--- config.mk ---
export PLATFORM = sky130hd
export DESIGN_NAME = serial_mag_comparator
export DESIGN_NICKNAME = d
export VERILOG_FILES = /design/src/rtl/cmp_pkg.sv /design/src/rtl/cmp_bit_cell.sv /design/src/rtl/serial_mag_comparator.sv
export SDC_FILE = /design/constraint.sdc
export NUM_CORES = 1
export LEC_CHECK = 0
export CORE_UTILIZATION = 52
export CTS_CLUSTER_SIZE = 8
export DETAILED_ROUTE_END_ITERATION = 12
export HOLD_SLACK_MARGIN = 0.05
export MAX_ROUTING_LAYER = met4
export PLACE_DENSITY = 0.79
export SYNTH_ARGS = -nofsm -noshare
export SYNTH_HDL_FRONTEND = slang
export SYNTH_SLANG_ARGS = --single-unit
--- constraint.sdc ---
create_clock -name clk -period 2.1 [get_ports clk]
set_input_delay 0.525 -clock clk [delete_from_list [all_inputs] [get_ports clk]]
set_output_delay 0.525 -clock clk [all_outputs]
set_load 0.03 [all_outputs]
--- src/rtl/cmp_pkg.sv ---
// Shared types and constants for the bit-serial magnitude comparator.
// Result encoding is {gt, eq, lt}.
package cmp_pkg;

    typedef enum logic [1:0] {
        IDLE    = 2'd0,
        COMPARE = 2'd1,
        DONE    = 2'd2
    } state_e;

    localparam logic [2:0] RES_GT   = 3'b100;
    localparam logic [2:0] RES_EQ   = 3'b010;
    localparam logic [2:0] RES_LT   = 3'b001;
    localparam logic [2:0] RES_NONE = 3'b000;

    function automatic int cnt_w(input int width);
        return $clog2(width + 1);
    endfunction

endpackage

--- src/rtl/cmp_bit_cell.sv ---
// One-bit magnitude cell; swap inverts the sense for a two's-complement
// sign bit, where a set bit means the smaller value.
module cmp_bit_cell (
    input  logic a_bit,
    input  logic b_bit,
    input  logic swap,
    output logic gt_bit,
    output logic lt_bit
);

    logic g;
    logic l;

    // Raw unsigned bit order, optionally swapped for the sign position
    always_comb begin
        g      = a_bit & ~b_bit;
        l      = ~a_bit & b_bit;
        gt_bit = swap ? l : g;
        lt_bit = swap ? g : l;
    end

endmodule

--- src/rtl/serial_mag_comparator.sv ---
// Bit-serial MSB-first magnitude comparator with start/done handshake,
// optional early exit and two's-complement mode.
module serial_mag_comparator
    import cmp_pkg::*;
#(
    parameter int WIDTH      = 8,
    parameter bit EARLY_EXIT = 1'b1
) (
    input  logic                     clk,
    input  logic                     rst,
    input  logic                     start,
    input  logic                     mode_signed,
    input  logic [WIDTH-1:0]         a,
    input  logic [WIDTH-1:0]         b,
    output logic                     busy,
    output logic                     done,
    output logic                     gt,
    output logic                     eq,
    output logic                     lt,
    output logic [cnt_w(WIDTH)-1:0]  bits_examined
);

    localparam int CW = cnt_w(WIDTH);

    state_e           state_q, state_d;
    logic [WIDTH-1:0] a_q, a_d;
    logic [WIDTH-1:0] b_q, b_d;
    logic             mode_q, mode_d;
    logic [CW-1:0]    cnt_q, cnt_d;
    logic             diff_q, diff_d;
    logic [2:0]       pend_q, pend_d;
    logic [2:0]       res_q, res_d;

    logic             swap;
    logic             gt_bit;
    logic             lt_bit;
    logic             bit_diff;
    logic [2:0]       bit_res;
    logic             last;

    assign swap     = mode_q && (cnt_q == '0);
    assign bit_diff = gt_bit | lt_bit;
    assign bit_res  = {gt_bit, 1'b0, lt_bit};
    assign last     = (cnt_q == CW'(WIDTH - 1));

    cmp_bit_cell u_cell (
        .a_bit  (a_q[WIDTH-1]),
        .b_bit  (b_q[WIDTH-1]),
        .swap   (swap),
        .gt_bit (gt_bit),
        .lt_bit (lt_bit)
    );

    // Next-state: capture on accept, shift and resolve while comparing
    always_comb begin
        state_d = state_q;
        a_d     = a_q;
        b_d     = b_q;
        mode_d  = mode_q;
        cnt_d   = cnt_q;
        diff_d  = diff_q;
        pend_d  = pend_q;
        res_d   = res_q;
        unique case (state_q)
            IDLE, DONE: begin
                state_d = IDLE;
                if (start) begin
                    a_d     = a;
                    b_d     = b;
                    mode_d  = mode_signed;
                    cnt_d   = '0;
                    diff_d  = 1'b0;
                    pend_d  = RES_NONE;
                    res_d   = RES_NONE;
                    state_d = COMPARE;
                end
            end
            COMPARE: begin
                a_d   = a_q << 1;
                b_d   = b_q << 1;
                cnt_d = cnt_q + CW'(1);
                if (!diff_q && bit_diff) begin
                    diff_d = 1'b1;
                    pend_d = bit_res;
                end
                if (EARLY_EXIT && !diff_q && bit_diff) begin
                    res_d   = bit_res;
                    state_d = DONE;
                end else if (last) begin
                    state_d = DONE;
                    if (diff_q)
                        res_d = pend_q;
                    else if (bit_diff)
                        res_d = bit_res;
                    else
                        res_d = RES_EQ;
                end
            end
            default: state_d = IDLE;
        endcase
    end

    // State registers with synchronous reset
    always_ff @(posedge clk) begin
        if (rst) begin
            state_q <= IDLE;
            a_q     <= '0;
            b_q     <= '0;
            mode_q  <= 1'b0;
            cnt_q   <= '0;
            diff_q  <= 1'b0;
            pend_q  <= RES_NONE;
            res_q   <= RES_NONE;
        end else begin
            state_q <= state_d;
            a_q     <= a_d;
            b_q     <= b_d;
            mode_q  <= mode_d;
            cnt_q   <= cnt_d;
            diff_q  <= diff_d;
            pend_q  <= pend_d;
            res_q   <= res_d;
        end
    end

    assign busy          = (state_q == COMPARE);
    assign done          = (state_q == DONE);
    assign gt            = res_q[2];
    assign eq            = res_q[1];
    assign lt            = res_q[0];
    assign bits_examined = cnt_q;

endmodule

---- Yosys cells after proc, flatten, opt, wreduce, memory -nomap -nowiden ----
Cells that the tools add are included.
word-level totals
  word-level logic and storage cells ...... 54
  input bits .............................. 20
  bits in registers ....................... 30
  output and inout bits ................... 9
operators by class
  bitwise logic cells ..................... 5
  muxes and demuxes ....................... 23
  reductions and logical operators ........ 11
  eq/ne operators ......................... 6
  $add $sub $neg .......................... 1
operators with widths
  cell                                                                     count
  8-bit case mux with 2 select lines                                       2
  3-bit 2-to-1 mux                                                         6
  8-bit 2-to-1 mux                                                         2
  3-bit case mux with 2 select lines                                       2
  4-bit case mux with 2 select lines                                       1
  3-bit AND reduction                                                      2
  1-bit 2-to-1 mux                                                         5
  4-bit by 1-bit adder with 4-bit output, second input constant            1
  4-bit by 3-bit equality test with 1-bit output, second input constant    1
  4-bit logical NOT                                                        1
  2-bit 2-to-1 mux                                                         2
  4-bit 2-to-1 mux                                                         1
  2-bit case mux with 2 select lines                                       1
  2-bit AND reduction                                                      2
  3-bit by 1-bit inequality test with 1-bit output, second input constant  1
  1-bit bitwise AND                                                        2
  2-bit by 1-bit equality test with 1-bit output, second input constant    1
  2-bit equality test, second input constant                               1
  1-bit logical AND                                                        2
  2-bit logical NOT                                                        1
  2-bit by 1-bit inequality test with 1-bit output, second input constant  1
  2-bit inequality test, second input constant                             1
  1-bit inverter                                                           2
  1-bit case mux with 2 select lines                                       1
  4 further kinds                                                          4

---- Longest topological paths before layout ----
  depth in word-level cells ............... 9
  gate-level depth with buffers ........... 6
  mapped depth without buffers ............ 6

---- Cells and area by module ----
Synthesis repeated with hierarchy kept, for this count alone.
second synthesis, totals
  cell total of the unflattened synthesis .. 146
  area, all modules ....................... 1288.7 um^2
modules (own cells, without submodules)
  module                 cells each  seq. area each (um^2)  instances  area each (um^2)
  serial_mag_comparator  142         580.6                  1          1255.0
  cmp_bit_cell           4           0.0                    1          33.8

---- Worst setup path before layout ----
Ideal clock, no wire load.
  path kind ............................... reg-to-reg
  start point ............................. reg cnt_q[0] (netlist: bits_examined[0])
  end point ............................... reg res_q[0]
  data required time ...................... 1970 ps
  stages on the path, launching flop included .. 7
  buffers on the path ..................... 0
  library setup time ...................... 130 ps
  slack ................................... 453 ps
  arrival time ............................ 1517 ps
  period minus slack after synthesis ...... 1647 ps
  cells stage by stage .................... dfxtp_1 > inv_1 > ha_1 > and4bb_4 > mux2_4 > mux2i_1 > o22ai_1
on the way
  cells in the longest elaborated chain, start to end .. 9
  elaborated cells on any way between the ends .. 14
ends and longest elaborated chain
  item                                        RTL line                                source
  from (decl)                                 serial_mag_comparator.sv:29             logic [CW-1:0] cnt_q, cnt_d;
  from (signal assigned)                      serial_mag_comparator.sv:119            cnt_q <= cnt_d;
  4-bit logical NOT                           serial_mag_comparator.sv:41             assign swap = mode_q && (cnt_q == '0);
  1-bit logical AND                           serial_mag_comparator.sv:41
  1-bit 2-to-1 mux, on equally long branches  cmp_bit_cell.sv:18, cmp_bit_cell.sv:19
  1-bit OR                                    serial_mag_comparator.sv:42             assign bit_diff = gt_bit | lt_bit;
  3-bit 2-to-1 mux                            serial_mag_comparator.sv:93             else if (bit_diff)
  3-bit 2-to-1 mux                            serial_mag_comparator.sv:91             if (diff_q)
  3-bit 2-to-1 mux                            serial_mag_comparator.sv:89             end else if (last) begin
  3-bit 2-to-1 mux                            serial_mag_comparator.sv:86             if (EARLY_EXIT && !diff_q && bit_diff) begin
  3-bit case mux with 2 select lines          serial_mag_comparator.sv:64             unique case (state_q)
  to (signal assigned)                        serial_mag_comparator.sv:122            res_q <= res_d;
  to (decl)                                   serial_mag_comparator.sv:32             logic [2:0] res_q, res_d;
Several ways; a longest one is shown, not always the timed one. The select of a mux whose other input is x is not followed.
A chain may end at the register's enable or synchronous reset.

---- Worst setup path in the final report ----
  start point ............................. reg cnt_q[1] (netlist: bits_examined[1])
  end point ............................... out bits_examined[1]
RTL lines
  item       RTL line                     source
  to (decl)  serial_mag_comparator.sv:20  output logic [cnt_w(WIDTH)-1:0] bits_examined
No word-level cell between the ends.

==> summary.md <==
| Metric | Value |
|---|---|
| Most area-consuming cells after synthesis | `dfxtp_1 45%, a22oi_1 9.3%, a21oi_1 7.8%, nand2_1 5.2%, ha_1 3.9%` |
| N_diodes | `0` |
| ANT nets after route | `0` |
| Post-synthesis xor/xnor area fraction | `0%` |
| Clk pin slew, worst setup/hold paths | `0.09 ns` |
| Post-synthesis cell count | `about 140` |
| Slew @ Worst Pin | `0.453 ns` |
| # nets final | `slightly below 200` |
| Setup TNS | `0 ns` |
| Dpl hpwl | `roughly 1900 um` |
| Pre-antenna DRT Iters | `4` |
| Wirelength per Cell | `13.5 um` |
| Share of the synthesized area in the top cell type | `between 40 and 50%` |
| Worst path slowest cell | `clkdlybuf4s50_1` |
| Ports | `29` |
| Total track usage | `25.0%` |
| Crit share post-route | `between 90% and 100%` |
| Number of global-route vias before repair | `1072` |
| Synthesized flop and latch total | `29` |
| Clk root buf | `clkbuf_4` |
| Synthesized Nets | `168` |
| Synth Area in Adders | `3.88%` |
| CTS Buf Count | `5` |
| CP required | `1.57 ns` |
| Worst-path fanout max | `5` |
| EDFF count, synth | `0` |
| Global route total overflow | `0` |
| Chip Width | `roughly 52 um` |
| Post-synth top area cell | `dfxtp_1` |
| Largest net degree at the start of global routing | `24` |
| CP max stage delay | `0.71 ns` |
| Compound-Gate Fraction of Synth Area | `21.3%` |
| Post-Syn Area | `0.00129 mm^2` |
| Syn Area/Cell | `8.97 um^2` |
| Skew final | `0.00595 ns` |
| First-pass GRT wire length | `4660 um` |
| Setup crit end kind | `output pin` |
| Clock Latency Late Sink | `0.33 ns` |
| Syn-to-layout area delta | `29.4%` |
| Die height | `51.8 um` |
| WS Path Type | `reg -> out` |
| H-tree Lvls | `2` |
| FILL cells | `180` |
| Status | `completed` |
| Setup violations, final | `0` |
| Initial Util | `56.7%` |
| Total number of vias | `1138` |
| Final Util | `73.4%` |
| Tmin final | `1.98 ns` |
| Final hold vios | `0` |
| Site Rows | `17` |
| CTS tree | `done` |
| Core region area | `approximately 0.0023 mm^2` |
| Buffers on Ports | `28` |
| Vias per cell | `5.61` |
| Register area share after synthesis | `45.0%` |
| WL final | `2730 um` |
| Post-synth ARST share | `0%` |
| Routability cong. | `0.794` |
| Cell chain of the critical path | `clkdlybuf4s50_1` |
| Yosys Warn Count | `0` |
| Worst setup SP type | `flip-flop` |
| Unrepaired setup endpoints after global routing | `false` |
| Initial antenna violation count | `0` |
| Max-slew violation count | `0` |
| Peak VDD IR | `0.000594 V` |
| Highest clock rate | `505 MHz` |
| Dpl cells | `195` |
| Max_slew headroom | `69.8%` |
| Initial DRC count | `24` |
| Post-synthesis cell type count | `33` |
| Worst Path Buf+Inv | `1` |
| Max cap viols | `0` |
| Clock Path Buffers | `2` |
| Power per cell area | `774 mW/mm^2` |
| Arr. time, crit path | `about 1.5 ns` |
| Critical path's top delay family | `buffers and inverters` |
| Simple-Gate Fraction of Synth Area | `between 10% and 20%` |
| CTS sink cnt | `29` |
| Remaining DRCs | `0` |
| Final Non-Filler Cells | `203` |
| Leakage | `0.636 nW` |
| Share of post-route cells with drive strength above 1 | `12.0%` |
| Worst min-delay path class | `reg -> reg` |
| Synth Flop Type | `dfxtp_1` |
| Largest family of logic cells by synthesized area | `compound AO/OA/AOI/OAI gates` |
| Mux contribution to synthesized area | `3.97%` |
| Die area | `0.00269 mm^2` |
[cells in the final DEF (no fill, tap or decap), types with 4 or more instances in the layout]
master,instances
dfxtp_1,29
inv_1,5
clkbuf_4,5
a21oi_1,20
nand2_1,18
ha_1,4
buf_4,4
clkdlybuf4s50_1,26
a22oi_1,16
nor2_1,9
nand3_1,4
[cell families (layout without fill, tap and decap cells)]
logic type / Yosys count / in the layout
compound gates: 45 / 45
fa+ha+maj: 4 / 4
buf+inv: 15 / 46
flops: 29 / 29
mux: 4 / 4
simple gates: 47 / 47
[what timing repair did]
item / 4_1_cts / 5_1_grt
hold endpoints to repair: 0 / 0
setup endpoints to repair: 1 / 1
hold buffers: 0 / 0
buffers inserted: 0 / 0
pin swaps: 0 / 0
resized for setup: 1 / 1
[sequential cells by signal, summed over array words and instances (netlist names)]
name	flops
a_q	8
b_q	8
bits_examined	4
res_q	3
pend_q	2
state_q	2
diff_q	1
mode_q	1
[final timing paths]
path               startpoint  slack [ns]  cells after the start                to
max          bits_examined[1]        0.12                      1  bits_examined[1]
min                    b_q[5]        0.46                      2            b_q[5]
max reg2reg        state_q[1]        0.52                      6  bits_examined[2]
min reg2reg            b_q[5]        0.46                      2            b_q[5]
[layer usage]
metal	part of all wire, %	wire (um)	vias up	global-route usage [%]
met5	0	0	-	-
met4	1.3	36	0	10.4
met3	4.2	115	4	9.65
met2	49	1330	28	40.0
met1	46	1260	541	27.8
li1	-	-	565	-
[layout make-up]
cell class / count / area, um^2 / area share (%)
Multi-Input combinational cell: 100 / 634 / 38.0
Inverter: 6 / 23.8 / 1.42
Timing Repair Buffer: 32 / 312 / 18.7
Clock buffer: 7 / 55.1 / 3.30
Clock inverter: 1 / 30.0 / 1.80
Sequential cell: 29 / 581 / 34.8
Tap cell: 28 / 35.0 / 2.10
[cell usage after synthesis (3+ instances only)]
master / instances
nor2_1: 9
clkbuf_1: 3
o21ai_1: 3
nand2_1: 18
a22oi_1: 16
o21ai_0: 3
a21oi_1: 20
inv_1: 5
ha_1: 4
buf_2: 3
dfxtp_1: 29
nand3_1: 4
[through the flow]
stage	area (um^2)	hold slack, ns	setup slack (ns)	power, W
finish	1670	0.460	0.121	0.00129
detailed placement	1580	0.448	0.189	0.000830
CTS	1670	0.461	0.0194	0.00130
global placement	1580	0.442	0.257	0.000823
global route	1670	0.475	0.0647	0.00136
floorplan	1290	0.436	0.453	0.000757
[report_power, final]
part	internal, W	switching, W	leakage (nW)
combinational	0.0000967	0.000116	0.353
sequential	0.000581	0.0000222	0.237
clock	0.000284	0.000193	0.0455
total	0.000962	0.000331	0.636
No activity file was read; power rests on OpenSTA's default activity.
